[src/rtl/sample_pkg.sv]
// Shared types and constants for the sample playback source.
// Latency: n/a (declarations only).
// Backpressure: n/a.
package sample_pkg;

    localparam int N_DEF   = 16;
    localparam int K_DEF   = 42;
    localparam int STALL_W = 8;

    typedef enum logic [1:0] {
        IDLE,
        STREAM,
        HOLD,
        DONE
    } state_t;

    // Ceiling log2, used to size the buffer index from the depth.
    function automatic int clog2(input int v);
        int r;
        r = 0;
        for (int x = v - 1; x > 0; x = x >> 1) begin
            r++;
        end
        return r;
    endfunction

endpackage

[src/rtl/sample_buf.sv]
// K x N sample storage: synchronous write port, asynchronous read port.
// Latency: write visible on the following cycle; read is combinational.
// Backpressure: none; the caller gates wr_en.
module sample_buf
    import sample_pkg::*;
#(
    parameter int N = N_DEF,
    parameter int K = K_DEF,
    localparam int AW = clog2(K)
) (
    input  logic          clk,
    input  logic          wr_en,
    input  logic [AW-1:0] wr_addr,
    input  logic [N-1:0]  wr_data,
    input  logic [AW-1:0] rd_addr,
    output logic [N-1:0]  rd_data
);

    logic [N-1:0] mem [K];

    // Storage is deliberately not reset so contents survive a reset pulse.
    always_ff @(posedge clk) begin
        if (wr_en) begin
            mem[wr_addr] <= wr_data;
        end
    end

    assign rd_data = mem[rd_addr];

endmodule

[src/rtl/sample_streamer.sv]
// Plays a K-entry signed sample buffer out one sample per clock, one-shot or looped.
// Latency: first sample valid one cycle after the start edge, then one per cycle.
// Backpressure: stop=1 holds the current sample and index; nothing is skipped or repeated.
module sample_streamer
    import sample_pkg::*;
#(
    parameter int N = N_DEF,
    parameter int K = K_DEF,
    localparam int AW = clog2(K)
) (
    input  logic               clk,
    input  logic               rst,
    input  logic               wr_en,
    input  logic [AW-1:0]      wr_addr,
    input  logic [N-1:0]       wr_data,
    input  logic               start,
    input  logic               loop,
    input  logic               abort,
    input  logic               stop,
    output logic               ready,
    output logic [N-1:0]       data_out,
    output logic               busy,
    output logic               done,
    output logic [AW-1:0]      sample_idx,
    output logic [STALL_W-1:0] stall_cnt
);

    localparam logic [AW-1:0] LAST_IDX = AW'(K - 1);
    localparam logic [AW:0]   DEPTH    = (AW + 1)'(K);

    state_t              state_q, state_d;
    logic [AW-1:0]       idx_d;
    logic                ready_d;
    logic [N-1:0]        data_d;
    logic                busy_d;
    logic                done_d;
    logic [STALL_W-1:0]  stall_d;
    logic [N-1:0]        rd_data;
    logic                buf_we;

    // Writes only land while idle and in range; busy-time writes vanish silently.
    assign buf_we = wr_en && !busy && ({1'b0, wr_addr} < DEPTH);

    sample_buf #(
        .N (N),
        .K (K)
    ) u_buf (
        .clk     (clk),
        .wr_en   (buf_we),
        .wr_addr (wr_addr),
        .wr_data (wr_data),
        .rd_addr (sample_idx),
        .rd_data (rd_data)
    );

    // Next-state and next-output decode; abort overrides every state.
    always_comb begin
        state_d = state_q;
        idx_d   = sample_idx;
        ready_d = 1'b0;
        data_d  = data_out;
        busy_d  = busy;
        done_d  = 1'b0;
        stall_d = stall_cnt;
        if (abort) begin
            state_d = IDLE;
            idx_d   = '0;
            busy_d  = 1'b0;
        end else begin
            case (state_q)
                IDLE: begin
                    if (start) begin
                        state_d = STREAM;
                        idx_d   = '0;
                        stall_d = '0;
                        busy_d  = 1'b1;
                    end
                end
                STREAM, HOLD: begin
                    if (stop) begin
                        state_d = HOLD;
                        if (stall_cnt != '1) begin
                            stall_d = stall_cnt + 1'b1;
                        end
                    end else begin
                        ready_d = 1'b1;
                        data_d  = rd_data;
                        if (sample_idx == LAST_IDX) begin
                            idx_d   = '0;
                            state_d = loop ? STREAM : DONE;
                        end else begin
                            idx_d   = sample_idx + 1'b1;
                            state_d = STREAM;
                        end
                    end
                end
                DONE: begin
                    // First DONE cycle shows the last sample; the second raises done.
                    if (!done) begin
                        done_d = 1'b1;
                        busy_d = 1'b0;
                    end else begin
                        state_d = IDLE;
                    end
                end
                default: begin
                    state_d = IDLE;
                end
            endcase
        end
    end

    // State and output registers with asynchronous reset.
    always_ff @(posedge clk or posedge rst) begin
        if (rst) begin
            state_q    <= IDLE;
            sample_idx <= '0;
            ready      <= 1'b0;
            data_out   <= '0;
            busy       <= 1'b0;
            done       <= 1'b0;
            stall_cnt  <= '0;
        end else begin
            state_q    <= state_d;
            sample_idx <= idx_d;
            ready      <= ready_d;
            data_out   <= data_d;
            busy       <= busy_d;
            done       <= done_d;
            stall_cnt  <= stall_d;
        end
    end

endmodule

[config.mk]
export PLATFORM = sky130hd
export DESIGN_NAME = sample_streamer
export DESIGN_NICKNAME = d
export VERILOG_FILES = /design/src/rtl/sample_pkg.sv /design/src/rtl/sample_buf.sv /design/src/rtl/sample_streamer.sv
export SDC_FILE = /design/constraint.sdc
export NUM_CORES = 1
export LEC_CHECK = 0
export BUFFER_PORTS_ARGS = -buffer_cell sky130_fd_sc_hd__buf_2
export CORE_UTILIZATION = 33
export CTS_BUF_LIST = sky130_fd_sc_hd__clkbuf_16
export CTS_CLUSTER_DIAMETER = 100
export DETAILED_ROUTE_END_ITERATION = 10
export PLACE_DENSITY = 0.55
export SYNTH_ARGS = -nofsm -noshare
export SYNTH_HDL_FRONTEND = slang
export SYNTH_HIERARCHICAL = 1
export SYNTH_SLANG_ARGS = --single-unit
[constraint.sdc]
create_clock -name clk -period 4.44 [get_ports clk]
set_input_delay 0.888 -clock clk [delete_from_list [all_inputs] [get_ports clk]]
set_output_delay 0.888 -clock clk [all_outputs]
set_load 0.1 [all_outputs]
# Word-level counts from Yosys, hierarchy flattened
# Memory sizes are Yosys's and may differ from the RTL's. A register that Yosys moved wholly into a read port is not among the register bits.
# Cells that the tools add are included.
[totals] out_inout_bits=33 elab_cells=65 ram_bits=672 reg_bits=19 n_memories=1 inputBits=29
[memory_table] name="u_buf.mem" depth=42 word_bits=16 rd=1 rd_clocked_by_memory_dff=1 wr=1 line="sample_buf.sv:19" rtl="logic [N-1:0] mem [K];"
[op_classes] order_cmp=1 eq_ne=12 n_reduce_logical=13 add_sub_neg=2 bitwise_logic=2 muxes=28
[ops] cell="2-to-1 mux 6 bit" count=4
[ops] cell="2-to-1 mux 8 bit" count=3
[ops] cell="case mux 8 bit (2 select lines)" count=1
[ops] cell="2-to-1 mux 2 bit" count=6
[ops] cell="!= test 3 bit (second input constant)" count=4
[ops] cell="case mux 6 bit (2 select lines)" count=1
[ops] cell="2-to-1 mux 1 bit" count=11
[ops] cell="AND reduction 3 bit" count=3
[ops] cell="adder 8 x 1 -> 8 bit (second input constant)" count=1
[ops] cell="!= test 8 bit (second input constant)" count=1
[ops] cell="adder 6 x 1 -> 6 bit (second input constant)" count=1
[ops] cell="== test 6 bit (second input constant)" count=1
[ops] cell="< comparator 6 bit (second input constant)" count=1
[ops] cell="!= test 2 bit (second input constant)" count=3
[ops] cell="case mux 2 bit (3 select lines)" count=1
[ops] cell="nonzero test 3 bit" count=2
[ops] cell="AND reduction 5 bit" count=1
[ops] cell="== test 2 bit (second input constant)" count=2
[ops] cell="== test 2 x 1 -> 1 bit (second input constant)" count=1
[ops] cell="logical AND 1 bit" count=2
[ops] cell="zero test 2 bit" count=1
[ops] cell="inverter 1 bit" count=2
[ops] cell="case mux 1 bit (2 select lines)" count=1
[ops] cell="AND reduction 2 bit" count=1
[ops] cell="3 further kinds" count=3

# Longest topological paths before layout
[depth] ltp_word=5 mapped_depth=10 ltp_nobuf=7

# By module
# The synthesis kept the hierarchy.
[modules_own_cells] module="sample_buf" instances=1 cells_per_inst=1380 area_per_inst_um2=26560.5
[modules_own_cells] module="sample_streamer" instances=1 cells_per_inst=154 area_per_inst_um2=1687.9

# Worst setup path after synthesis
# Ideal clock, no wire load.
[synth_timing] path_kind="in2reg" startpoint="input wr_addr[2]" endpoint="memory u_buf/mem[18][0] (netlist bit) (enable)" t_required_ns=4.031 arrival_ns=2.955 path_slack_ns=1.076 stages=8 setup_ns=0.409 path_cell_list="o21a_1 o21ai_0 and3b_1 clkbuf_1 nand2_1 nor2_1 nand2_1 nor3_1"
[synth_via] elab_chain_cells=4
[synth_rtl] element="start, declared" line="sample_streamer.sv:14" rtl="input logic [AW-1:0] wr_addr,"
[synth_rtl] element="< comparator 6 bit" line="sample_streamer.sv:42" rtl="assign buf_we = wr_en && !busy && ({1'b0, wr_addr} < DEPTH);"
[synth_rtl] element="logical AND 1 bit" line="sample_streamer.sv:42"
[synth_rtl] element="named net buf_we" line="sample_streamer.sv:39" rtl="logic buf_we;"
[synth_rtl] element="2-to-1 mux 1 bit" line="sample_buf.sv:23" rtl="if (wr_en) begin"
[synth_rtl] element="2-to-1 mux 1 bit (implied by the code)" line="sample_buf.sv:24" rtl="mem[wr_addr] <= wr_data;"
[synth_rtl] element="end, declared" line="sample_buf.sv:19"
# The timed path passes the listed nets, and every way through them passes these cells.

# Worst setup path in the final report
[layout_timing] startpoint="register sample_idx[0]" endpoint="output sample_idx[0]"
[layout_rtl] element="start, declared" line="sample_streamer.sv:24" rtl="output logic [AW-1:0] sample_idx,"
[layout_rtl] element="start signal, assigned" line="sample_streamer.sv:125" rtl="sample_idx <= idx_d;"
# No word-level cell between the ends.

==> flow_metrics.tcl <==
set metrics [dict create \
    synth_top_area_share_pct 71.44 \
    synthCells 1534 \
    status "finished with violations" \
    clock_tree.root_cell "clkbuf_16" \
    cts-htree-levels 3 \
    wl_um 68860 \
    hpwl_um 41950 \
    drc 0 \
    grt_max_degree 49 \
    irDropWorstVdd_mv 0.4082 \
    num_vias 14698 \
    via_per_inst 5.125 \
    min_period_ns 3.154 \
    design.core.area_mm2 0.08422 \
    finalSetupViolations 0 \
    r2r_cells 8 \
    gp_congestion 0.7839 \
    rows 106 \
    grt_pass1_vias 14749 \
    dieArea_mm2 0.08677 \
    drt_pass1_iterations 5 \
    syn2layout_area_growth_pct 15.19 \
    die_h_um 294.6 \
    grt_pass1_wl_um 100500 \
    crit_start "sample_idx[0]" \
    cts_inserted_buffers 75 \
    final_net_count 1694 \
    ant_nets 1 \
    fmax_ghz 0.3171 \
    synth_area_leaders "edfxtp_1 71%, mux2i_1 9.7%, dfrtp_1 3.1%" \
    clkSlewWorstSetupHoldPaths_ns 0.06 \
    worst_pin_slew_ns 1.025 \
    ys_async_sr_fraction_pct 4.950 \
    avgSynthCellArea_um2 18.41 \
    antenna_found_initial 7 \
    fin_tns_setup_ns 0 \
    post_cts_buffers 0 \
    initial_core_util_pct 33.54 \
    relSlewSlack_pct 31.69 \
    yosysWarnings 6 \
    syn_area_mm2 0.02825 \
    hold_class "in -> async" \
    drt-initial-drc-count 1289 \
    worstPathRequired_ns 3.55 \
    power_leakage_nw 10.36 \
    synth_fp_nets 1568 \
    wl_per_cell_um 24.01 \
    die_w_um 294.6 \
    drive_above_1_share_pct 20.56 \
    cp-endpoint "sample_idx[0]" \
    crit_arrival_ns 2.27 \
    p_per_area_mw_per_mm2 546.9 \
    cts_tree "done" \
    crit_path_end_kind "output port" \
    yosysMostFrequentCell "edfxtp_1" \
    p_total_w 0.01780 \
    rsz0062_at_grt "no" \
    hold_viol 0 \
    drv_slew 0 \
    synth_cell_types 54 \
    ys_top_cells_by_count "672 x edfxtp_1, 275 x mux2i_1, 64 x a22oi_1, 45 x nor2_1, 38 x a21oi_1" \
    reg2reg_slack_ns 1.32 \
    crit_fanout 27 \
    track_usage_pct 16.06 \
    synth_top_area_cell "edfxtp_1" \
    startpoint_type "flip-flop" \
    numPortBuffers 61 \
    r2r-end "data_out[11]" \
    cts_sinks 707 \
    violations "antenna rules" \
    gr-total-overflow 0 \
    clk_path_buf_depth 3 \
    synth_seq_area_share_pct 74.54 \
    worst-setup-path-type "reg -> out" \
    ios 62 \
    synth-seq-cells 707 \
    crit-reg2reg-launch "sample_idx[0]" \
    synth_ff_type "edfxtp_1" \
    clock_latency_ns 0.63 \
    synth_edf_count 672 \
    utilization_pct 38.64 \
    ctsHoldBuffers 0 \
    finClkSkew_ns 0.02266 \
    timing.final.crit_share_pct 71.03 \
    cts_resized 0 \
    drv_cap 0 \
]
worst min path at each step:
stage          startpoint      endpoint  slack (ns)  cells past startpoint
6_report              rst          busy        0.44                      2
5_1_grt               rst  stall_cnt[4]        0.50                      2
4_1_cts               rst  stall_cnt[6]        0.44                      2
3_5_place_dp         done          done        0.47                      1
3_3_place_gp         done          done        0.45                      1
2_1_floorplan  state_q[1]    state_q[1]        0.47                      2
area by class of cell:
type / count / area [um^2]
timing repair buffer: 140 / 1023
inverter: 10 / 37.54
clock inverter: 64 / 486.7
fill: 7628 / 51680
clock buffer: 75 / 1877
antenna: 12 / 30.03
tap: 1134 / 1419
sequential: 707 / 21060
multi-input combinational: 726 / 6605
critical path, cell delays in order, from the launching register on:
cell     delay [ns]
dfrtp_4        0.84
buf_4          0.32
buf_2          0.46
through the flow:
stage / cells / hold slack [ns] / area, um^2 / worst slack, ns
2_1_floorplan: 1534 / 0.4684 / 28250 / 1.076
3_3_place_gp: 2717 / 0.4517 / 30150 / 1.310
3_5_place_dp: 2717 / 0.4721 / 30150 / 1.325
4_1_cts: 2856 / 0.4431 / 32510 / 1.227
5_1_grt: 2857 / 0.4959 / 32510 / 1.209
6_report: 2868 / 0.4401 / 32540 / 1.286
registers in the layout (all words and copies together) (netlist names):
register,count
u_buf/mem,672
sample_idx,6
state_q,2
done,1
ready,1
data_out,16
busy,1
stall_cnt,8
report_power, final:
part           switching (W)  internal (W)
combinational        0.00260       0.00163
clock                0.00259       0.00330
sequential          0.000243       0.00743
cell families (layout without fill, tap and decap cells):
family	count (synthesis)	count (layout)	synth area share, %
adder cells (fa/ha/maj)	5	5	0.2215
other	0	12	0
AO/OA/AOI/OAI	236	236	6.963
AND/OR/NAND/NOR	146	146	2.480
flip-flops	707	707	74.54
multiplexers	339	339	13.57
buffers and inverters	101	289	2.228
cells in the final DEF, fill, tap and decap left out, types with 10 or more instances in the layout:
master / count
edfxtp_1: 672
mux2i_1: 275
clkbuf_16: 75
buf_4: 69
a22oi_1: 64
buf_2: 61
nor2_1: 45
a21oi_1: 38
nand2_1: 36
dfrtp_1: 32
a22o_1: 32
mux4_2: 32
mux2_2: 31
inv_1: 29
clkinv_1: 18
nand3_1: 17
o22ai_1: 17
a221oi_2: 16
o211ai_1: 16
o41ai_2: 16
a221oi_1: 16
clkinv_2: 13
diode_2: 12
buf_12: 10
layer usage:
layer	vias up	part of all wire (%)	track usage (%)
met2	370	47	25.20
met4	10	3.1	5.907
met3	118	5.1	2.918
met1	7698	45	22.21
li1	6502	-	-
met5	-	0.099	0
Note: power is estimated with default switching activity, not from simulation.
